File: src/rtl/vga_scanout_pkg.sv
`timescale 1ns/1ps
`default_nettype none
// ============================================================================
// Module   : vga_scanout_pkg
// Purpose  : Default 640x480@60 raster timing, total derivation and scanout
//            FSM state encoding shared by the VGA scanout block.
// Revision : 1.0 - initial release
// ============================================================================
package vga_scanout_pkg;

  localparam int DEF_H_ACTIVE = 640;
  localparam int DEF_H_FP     = 16;
  localparam int DEF_H_SYNC   = 96;
  localparam int DEF_H_BP     = 48;
  localparam int DEF_V_ACTIVE = 480;
  localparam int DEF_V_FP     = 10;
  localparam int DEF_V_SYNC   = 2;
  localparam int DEF_V_BP     = 33;
  localparam bit DEF_HS_POL   = 1'b0;
  localparam bit DEF_VS_POL   = 1'b0;

  // Stream-to-raster alignment state.
  typedef enum logic [1:0] {
    ST_SEARCH = 2'd0,
    ST_ARMED  = 2'd1,
    ST_LOCKED = 2'd2
  } scan_state_e;

  // Total clocks per line (or lines per frame) from the four timing segments.
  function automatic int raster_total(input int active, input int fp,
                                      input int sync, input int bp);
    return active + fp + sync + bp;
  endfunction

endpackage
`default_nettype wire

File: src/rtl/vga_scanout_timing.sv
`timescale 1ns/1ps
`default_nettype none
// ============================================================================
// Module   : vga_scanout_timing
// Purpose  : Horizontal/vertical raster counters with combinational decode of
//            the active region, sync windows, frame origin and last pixel.
// Revision : 1.0 - initial release
// ============================================================================
module vga_scanout_timing
  import vga_scanout_pkg::*;
#(
  parameter int H_ACTIVE = DEF_H_ACTIVE,
  parameter int H_FP     = DEF_H_FP,
  parameter int H_SYNC   = DEF_H_SYNC,
  parameter int H_BP     = DEF_H_BP,
  parameter int V_ACTIVE = DEF_V_ACTIVE,
  parameter int V_FP     = DEF_V_FP,
  parameter int V_SYNC   = DEF_V_SYNC,
  parameter int V_BP     = DEF_V_BP
) (
  input  logic clk,
  input  logic reset_n,
  output logic active_o,
  output logic hs_act_o,
  output logic vs_act_o,
  output logic frame_start_o,
  output logic last_pix_o
);

  localparam int H_TOTAL = raster_total(H_ACTIVE, H_FP, H_SYNC, H_BP);
  localparam int V_TOTAL = raster_total(V_ACTIVE, V_FP, V_SYNC, V_BP);
  localparam int HW      = $clog2(H_TOTAL);
  localparam int VW      = $clog2(V_TOTAL);

  logic [HW-1:0] h_cnt_q, h_cnt_d;
  logic [VW-1:0] v_cnt_q, v_cnt_d;
  int            w_h;
  int            w_v;

  assign w_h = int'(h_cnt_q);
  assign w_v = int'(v_cnt_q);

  // Next raster position: h wraps each line and carries into v.
  always_comb begin
    h_cnt_d = h_cnt_q + HW'(1);
    v_cnt_d = v_cnt_q;
    if (w_h == H_TOTAL - 1) begin
      h_cnt_d = '0;
      if (w_v == V_TOTAL - 1) begin
        v_cnt_d = '0;
      end else begin
        v_cnt_d = v_cnt_q + VW'(1);
      end
    end
  end

  // Raster position registers.
  always_ff @(posedge clk) begin
    if (!reset_n) begin
      h_cnt_q <= '0;
      v_cnt_q <= '0;
    end else begin
      h_cnt_q <= h_cnt_d;
      v_cnt_q <= v_cnt_d;
    end
  end

  assign active_o      = (w_h < H_ACTIVE) && (w_v < V_ACTIVE);
  assign hs_act_o      = (w_h >= H_ACTIVE + H_FP) && (w_h < H_ACTIVE + H_FP + H_SYNC);
  assign vs_act_o      = (w_v >= V_ACTIVE + V_FP) && (w_v < V_ACTIVE + V_FP + V_SYNC);
  assign frame_start_o = (w_h == 0) && (w_v == 0);
  assign last_pix_o    = (w_h == H_ACTIVE - 1) && (w_v == V_ACTIVE - 1);

endmodule
`default_nettype wire

File: src/rtl/vga_scanout.sv
`timescale 1ns/1ps
`default_nettype none
// ============================================================================
// Module   : vga_scanout
// Purpose  : Locks a 24-bit pixel stream to the VGA raster and drives the DAC
//            pins through a single output register stage.
// Revision : 1.0 - initial release
// ============================================================================
module vga_scanout
  import vga_scanout_pkg::*;
#(
  parameter int H_ACTIVE = DEF_H_ACTIVE,
  parameter int H_FP     = DEF_H_FP,
  parameter int H_SYNC   = DEF_H_SYNC,
  parameter int H_BP     = DEF_H_BP,
  parameter int V_ACTIVE = DEF_V_ACTIVE,
  parameter int V_FP     = DEF_V_FP,
  parameter int V_SYNC   = DEF_V_SYNC,
  parameter int V_BP     = DEF_V_BP,
  parameter bit HS_POL   = DEF_HS_POL,
  parameter bit VS_POL   = DEF_VS_POL
) (
  input  logic        clk,
  input  logic        reset_n,
  input  logic [23:0] in_data,
  input  logic        in_valid,
  input  logic        in_sop,
  input  logic        in_eop,
  output logic        in_ready,
  output logic [7:0]  vga_r,
  output logic [7:0]  vga_g,
  output logic [7:0]  vga_b,
  output logic        vga_hs,
  output logic        vga_vs,
  output logic        vga_blank_n,
  output logic        vga_sync_n,
  output logic        locked,
  output logic        underflow,
  output logic        frame_start
);

  logic w_active;
  logic w_hs_act;
  logic w_vs_act;
  logic w_origin;
  logic w_last;
  logic w_misframe;

  scan_state_e state_q, state_d;
  logic        ready_d;
  logic        show_d;
  logic        underflow_d;

  logic [23:0] pix_q;
  logic        blank_n_q;
  logic        hs_q;
  logic        vs_q;
  logic        underflow_q;
  logic        frame_start_q;

  vga_scanout_timing #(
    .H_ACTIVE (H_ACTIVE),
    .H_FP     (H_FP),
    .H_SYNC   (H_SYNC),
    .H_BP     (H_BP),
    .V_ACTIVE (V_ACTIVE),
    .V_FP     (V_FP),
    .V_SYNC   (V_SYNC),
    .V_BP     (V_BP)
  ) u_timing (
    .clk           (clk),
    .reset_n       (reset_n),
    .active_o      (w_active),
    .hs_act_o      (w_hs_act),
    .vs_act_o      (w_vs_act),
    .frame_start_o (w_origin),
    .last_pix_o    (w_last)
  );

  // A beat is misframed when its sop/eop flags disagree with the raster slot.
  assign w_misframe = (in_sop != w_origin) || (in_eop != w_last);

  // Alignment decisions for the current slot: ready, display and state change.
  always_comb begin
    state_d     = state_q;
    ready_d     = 1'b0;
    show_d      = 1'b0;
    underflow_d = 1'b0;
    case (state_q)
      ST_SEARCH: begin
        // Drain stale beats; hold a sop beat for the next frame origin.
        ready_d = in_valid && !in_sop;
        if (in_valid && in_sop) begin
          state_d = ST_ARMED;
        end
      end
      ST_ARMED: begin
        if (w_origin) begin
          ready_d = 1'b1;
          if (in_valid && !w_misframe) begin
            state_d = ST_LOCKED;
            show_d  = 1'b1;
          end else begin
            state_d = ST_SEARCH;
          end
        end
      end
      ST_LOCKED: begin
        ready_d = w_active;
        if (w_active) begin
          if (!in_valid) begin
            underflow_d = 1'b1;
            state_d     = ST_SEARCH;
          end else if (w_misframe) begin
            state_d = ST_SEARCH;
          end else begin
            show_d = 1'b1;
          end
        end
      end
      default: begin
        state_d = ST_SEARCH;
      end
    endcase
  end

  // FSM state plus the output register stage shared by colour and sync pins.
  always_ff @(posedge clk) begin
    if (!reset_n) begin
      state_q       <= ST_SEARCH;
      pix_q         <= '0;
      blank_n_q     <= 1'b0;
      hs_q          <= ~HS_POL;
      vs_q          <= ~VS_POL;
      underflow_q   <= 1'b0;
      frame_start_q <= 1'b0;
    end else begin
      state_q       <= state_d;
      pix_q         <= show_d ? in_data : 24'd0;
      blank_n_q     <= show_d;
      hs_q          <= w_hs_act ? HS_POL : ~HS_POL;
      vs_q          <= w_vs_act ? VS_POL : ~VS_POL;
      underflow_q   <= underflow_d;
      frame_start_q <= w_origin;
    end
  end

  // Ready is held low while reset is applied so no beat is consumed.
  assign in_ready    = reset_n && ready_d;
  assign vga_r       = pix_q[23:16];
  assign vga_g       = pix_q[15:8];
  assign vga_b       = pix_q[7:0];
  assign vga_hs      = hs_q;
  assign vga_vs      = vs_q;
  assign vga_blank_n = blank_n_q;
  assign vga_sync_n  = 1'b0;
  assign locked      = (state_q == ST_LOCKED);
  assign underflow   = underflow_q;
  assign frame_start = frame_start_q;

endmodule
`default_nettype wire

File: config.mk
export PLATFORM = sky130hd
export DESIGN_NAME = vga_scanout
export DESIGN_NICKNAME = d
export VERILOG_FILES = /design/src/rtl/vga_scanout_pkg.sv /design/src/rtl/vga_scanout_timing.sv /design/src/rtl/vga_scanout.sv
export SDC_FILE = /design/constraint.sdc
export NUM_CORES = 1
export LEC_CHECK = 0
export BUFFER_PORTS_ARGS = -buffer_cell sky130_fd_sc_hd__clkbuf_2
export CAP_MARGIN = 15
export CORE_MARGIN = 1
export CORE_UTILIZATION = 40
export CTS_BUF_LIST = sky130_fd_sc_hd__clkbuf_4 sky130_fd_sc_hd__clkbuf_8
export DETAILED_ROUTE_END_ITERATION = 12
export SYNTH_ARGS = -nofsm -noshare
export SYNTH_HDL_FRONTEND = slang
export SYNTH_HIERARCHICAL = 1
export SYNTH_SLANG_ARGS = --single-unit
File: constraint.sdc
create_clock -name clk -period 2.7 [get_ports clk]
set_clock_uncertainty 0.15 [all_clocks]
set_input_delay 0.135 -clock clk [delete_from_list [all_inputs] [get_ports clk]]
set_output_delay 0.135 -clock clk [all_outputs]
set_load 0.02 [all_outputs]
# Word level (Yosys, flattened, before mapping)
# Cells that the tools add are included.
[classes] addsub=2 magnitude_cmp=6 eq_ne=12 muxes=19 bitwise=1 reduce_logical=19
[ops] cell="logical NOT 32 bit" count=2
[ops] cell="equality test 10 bit, second input constant" count=3
[ops] cell="adder 10 x 1 -> 10 bit, second input constant" count=2
[ops] cell="< comparator 10 bit, second input constant" count=2
[ops] cell="< comparator 10 x 9 -> 1 bit, second input constant" count=2
[ops] cell="2-to-1 mux 2 bit" count=6
[ops] cell="equality test 10 x 9 -> 1 bit, second input constant" count=1
[ops] cell="greater-or-equal comparator 10 bit, second input constant" count=1
[ops] cell="greater-or-equal comparator 10 x 9 -> 1 bit, second input constant" count=1
[ops] cell="2-to-1 mux 10 bit" count=1
[ops] cell="logical AND 1 bit" count=9
[ops] cell="2-to-1 mux 1 bit" count=9
[ops] cell="one-hot mux 2 bit (3 select lines)" count=1
[ops] cell="inequality test 2 bit, second input constant" count=2
[ops] cell="AND reduction 4 bit" count=1
[ops] cell="inequality test 3 x 2 -> 1 bit, second input constant" count=1
[ops] cell="one-hot mux 1 bit (3 select lines)" count=1
[ops] cell="AND reduction 3 bit" count=1
[ops] cell="equality test 2 x 1 -> 1 bit, second input constant" count=1
[ops] cell="equality test 2 bit, second input constant" count=1
[ops] cell="logical NOT 1 bit" count=2
[ops] cell="logical NOT 2 bit" count=1
[ops] cell="inequality test 1 bit" count=2
[ops] cell="inequality test 2 x 1 -> 1 bit, second input constant" count=1
[ops] cell="other kinds (5)" count=5
[word_totals] reg_bits=51 inputBits=29 output_inout_bits=32 wordCells=68

# Logic depth before layout (Yosys ltp)
[logic_depth] ltp_word=10 mapped_depth=10

# By module
# Netlist, hierarchy kept.
[modules_own_cells] mod="vga_scanout_timing" n_inst=1 cells_per_inst=134 area_each_um2=1107.3 seq_area_each_um2=400.4
[modules_own_cells] mod="vga_scanout" n_inst=1 cells_per_inst=91 area_each_um2=1031.0 seq_area_each_um2=620.6

# Worst setup path after synthesis
# Ideal clock, no wire load.
[synth_timing] path_kind="register to register" start="reg u_timing.v_cnt_q[5]" end="reg state_q[1]" setup_time_ps=116 t_arrival_ps=2118 required_ps=2434 setup_slack_ps=317 path_stages_with_launch=9 n_path_buf=1 period_less_slack_ps=2383 cell_sequence="dfxtp_1 > clkbuf_1 > nor4_1 > nand4_1 > nor4_1 > inv_1 > a222oi_1 > o21ai_1 > a31o_1"
[synth_via] elab_chain_cells=9 elab_cells_between_ends=18 classes_between="order compare (1); eq/ne (6); mux (3); reduce/logical (8)"
[synth_rtl] item="from (decl)" line="vga_scanout_timing.sv:36" source="logic [VW-1:0] v_cnt_q, v_cnt_d;"
[synth_rtl] item="from (signal assigned)" line="vga_scanout_timing.sv:64" source="v_cnt_q <= v_cnt_d;"
[synth_rtl] item="logical NOT 32 bit (*)" line="vga_scanout_timing.sv:71" source="assign frame_start_o = (w_h == 0) && (w_v == 0);"
[synth_rtl] item="logical AND 1 bit (*)" line="vga_scanout_timing.sv:71"
[synth_rtl] item="net w_origin" line="vga_scanout.sv:45" source="logic w_origin;"
[synth_rtl] item="inequality test 1 bit" line="vga_scanout.sv:81" source="assign w_misframe = (in_sop != w_origin) || (in_eop != w_last);"
[synth_rtl] item="logical OR 1 bit" line="vga_scanout.sv:81"
[synth_rtl] item="logical NOT 1 bit" line="vga_scanout.sv:100" source="if (in_valid && !w_misframe) begin"
[synth_rtl] item="logical AND 1 bit" line="vga_scanout.sv:100"
[synth_rtl] item="2-to-1 mux 2 bit" line="vga_scanout.sv:100"
[synth_rtl] item="2-to-1 mux 2 bit" line="vga_scanout.sv:98" source="if (w_origin) begin"
[synth_rtl] item="one-hot mux 2 bit (3 select lines)" line="vga_scanout.sv:89" source="case (state_q)"
[synth_rtl] item="to (signal assigned)" line="vga_scanout.sv:138" source="state_q <= state_d;"
[synth_rtl] item="to (decl)" line="vga_scanout.sv:49" source="scan_state_e state_q, state_d;"
# The timed path passes the listed nets; every way through them passes the cells marked *. The select of a mux whose other input is x is not followed.
# A chain may end at the register's enable or synchronous reset.

# Final worst setup path
[layout_timing] start="reg u_timing.v_cnt_q[1]" end="out in_ready"
[layout_via] elab_chain_cells=5 elab_cells_between_ends=7 classes_between="order compare (1); mux (2); reduce/logical (4)"
[layout_rtl] item="logical NOT 32 bit" line="vga_scanout_timing.sv:71"
[layout_rtl] item="logical AND 1 bit" line="vga_scanout_timing.sv:71"
[layout_rtl] item="net w_origin" line="vga_scanout.sv:45"
[layout_rtl] item="2-to-1 mux 1 bit" line="vga_scanout.sv:98"
[layout_rtl] item="one-hot mux 1 bit (3 select lines)" line="vga_scanout.sv:89"
[layout_rtl] item="logical AND 1 bit" line="vga_scanout.sv:149" source="assign in_ready = reset_n && ready_d;"
[layout_rtl] item="to (decl)" line="vga_scanout.sv:29" source="output logic in_ready,"
# The timed path passes the listed nets, and every way through them passes these cells.

==> impl_metrics.yaml <==
power_and_ir_drop:
  combinationalPowerShare: 0.105
  pwr-share-seq: 0.528
  total_power_mw: 1.469
  sw_frac_of_total: 0.2213
  p_sw_mw: 0.3249
  p_leak_nw: 1.239
  max-vdd-ir-drop_v: 0.0002814
  p_int_mw: 1.144
  power_density_nw_per_um2: 516.9
  clockPowerShare: 0.367
setup_path:
  cp_slowest_cell: "dfxtp_1"
  cp-start-kind: "register"
  crit_required_ps: 2410
  path_cells: "inv_1 > ha_1 > nor2b_1 > nand4_1 > nor4_1 > buf_4 > a22oi_1 > a21oi_1 > clkbuf_2"
  worstPathMaxFanout: 5
  max_stage_delay_ps: 370
  critPathCaptureType: "output port"
  worstSetupPathType: "register to output port"
  arrival_ps: 2100
clock_tree:
  h-tree-depth: 2
  clockRootBuffer: "clkbuf_8"
  insertion_delay_ps: 300
  cts_setup_buffers: 0
  cts_tree: "built"
  path_clk_slew_ps: 90
  clk_path_buf_depth: 2
  clkSinkCount: 51
  cts_inserted_buffers: 5
synthesis:
  ys_warn_count: 6
  synth_fp_nets: 262
  synth_ff_type: "dfxtp_1"
  ys_ff_latch: 51
  synth_edf_count: 0
  syn_area_um2: 2138
  synth.distinct_cells: 40
  ys_seq_area_frac: 0.4775
  ys_async_sr_fraction: 0
  synth_area_per_cell_um2: 9.504
  syn_inst: 225
floorplanning:
  dieArea_um2: 5642
  coreArea_um2: 5140
  die_x_um: 75.12
  start_util: 0.4160
  rows: 26
  die_h_um: 75.12
  io_pins: 61
route:
  post_drt_wl_per_cell_um: 12.14
  antenna_left: 0
  drc: 0
  avgViaCountPerCell: 4.777
  first_iter_violations: 73
  dr_total_vias: 1796
  totalWireLength_mm: 4.566
  dr.pass1.iters: 7
sta:
  final_max_slew_viol_count: 0
  tightest_slew_ps: 493.5
  period_needed_ps: 2382
  fin_crit_sh: 0.8823
  setup_viol: 0
  final.setup.tns_ps: 0
  max_freq_mhz: 419.8
  rsz0062_at_grt: "no"
  hold_violations: 0
  whs_ps: 62.60
  slew_headroom: 0.6680
final_layout:
  antennaDiodeCount: 0
  finalNetCount: 342
  final_cell_mix: "59 x clkbuf_2, 51 x dfxtp_1, 27 x and2_1"
  final_common_cell: "clkbuf_2"
  syn2layout_area_growth_pct: 32.88
  drive_gt1_frac: 0.2516
  fillers: 499
status:
  status: "finished clean"
placement:
  gp_congestion: 0.8793
  hpwl_mm: 3.013
  io_buffers: 59
global_routing:
  grt_max_degree: 26
  overflow: 0
  grt_pass1_wl_mm: 7.024
  grt_pass1_vias: 1602
  grt_usage: 0.1654
  antenna_found_initial: 0
job:
  drv_cap: 0
hold_path:
  hp-class: "primary input to register"
## cell families (layout without fill, tap and decap cells)
logic type	Yosys count	in the layout	share of synthesized area
buffers and inverters	23	104	0.05149
other	1	1	0.001754
AND/OR/NAND/NOR	111	111	0.3008
multiplexers	2	2	0.009363
AO/OA/AOI/OAI	13	13	0.04681
adder cells (fa/ha/maj)	8	8	0.04681
flip-flops	51	51	0.4775
XOR/XNOR	16	16	0.06553
## cell type report
type	instances	area, µm²	area share
Multi-Input combinational cell	151	1020	0.3589
Tap cell	70	87.58	0.03082
Timing Repair Buffer	86	558.0	0.1964
Clock buffer	6	82.58	0.02906
Clock inverter	2	35.03	0.01233
Sequential cell	51	1021	0.3593
Inverter	10	37.54	0.01321
## cell usage after synthesis, types with 3 or more instances
library cell | instances | area share
nand3b_1 | 3 | 0.011
clkbuf_1 | 6 | 0.011
nand3_1 | 9 | 0.021
nand2_1 | 15 | 0.026
inv_1 | 10 | 0.018
and3_1 | 4 | 0.012
o21ai_0 | 3 | 0.0070
nor2_1 | 15 | 0.026
dfxtp_1 | 51 | 0.48
and2_1 | 27 | 0.079
ha_1 | 8 | 0.047
buf_2 | 4 | 0.0094
xor2_1 | 5 | 0.020
nand2b_1 | 3 | 0.0088
xnor2_1 | 11 | 0.045
nor4_1 | 13 | 0.038
nand4_1 | 8 | 0.023
nor2b_1 | 3 | 0.0088
## critical path, delay by kind of cell, from the launching register on
family,cells,cell delay [ps]
adder cells (fa/ha/maj),1,150
AO/OA/AOI/OAI,2,290
AND/OR/NAND/NOR,3,530
flip-flops,1,370
buffers and inverters,3,440
## sequential cells by signal, summed over array words and instances, names as in the netlist
signal and count:
state_q 2, pix_q 24, vga_hs 1, vga_blank_n 1, vga_vs 1, underflow 1, frame_start 1, u_timing/v_cnt_q 10
u_timing/h_cnt_q 10
## power groups by stage
stage / combinational, mW / clock [mW] / sequential (mW)
6_report: 0.154 / 0.539 / 0.776
5_1_grt: 0.171 / 0.588 / 0.779
4_1_cts: 0.155 / 0.561 / 0.776
3_5_place_dp: 0.126 / 0 / 0.793
3_3_place_gp: 0.125 / 0 / 0.793
2_1_floorplan: 0.0773 / 0 / 0.795
## metal layers
layer	wire, µm	track usage
met1	2078	0.1897
met2	2062	0.2883
met3	372	0.04685
met4	53	0.06918
met5	0	0
## final timing paths
path	start	slack (ps)	end	cells past startpoint
min reg2reg	u_timing/h_cnt_q[0]$_SDFF_PP0_	330	u_timing/h_cnt_q[0]$_SDFF_PP0_	1
min	reset_n	60	vga_hs$_SDFF_PN1_	2
max reg2reg	u_timing/h_cnt_q[0]$_SDFF_PP0_	320	pix_q[8]$_SDFF_PN0_	9
max	u_timing/v_cnt_q[1]$_SDFFE_PN0N_	320	in_ready	9
## stage by stage
step | worst slack (ps) | util | instance area (µm²) | cells
3_5_place_dp | 281.8 | 0.4808 | 2471 | 344
5_1_grt | 14.06 | 0.5528 | 2841 | 376
6_report | 317.8 | 0.5528 | 2841 | 376
2_1_floorplan | 316.6 | - | 2138 | 225
4_1_cts | 256.9 | 0.5504 | 2829 | 376
3_3_place_gp | 314.6 | 0.4808 | 2471 | 344
## repair_timing
item / in CTS / in global routing
hold buffers: 24 / 0
gates resized for setup: 0 / 2
endpoints found under the setup margin: 0 / 4
endpoints found under the hold margin: 24 / 0
Power figures use the tool's default switching activity.
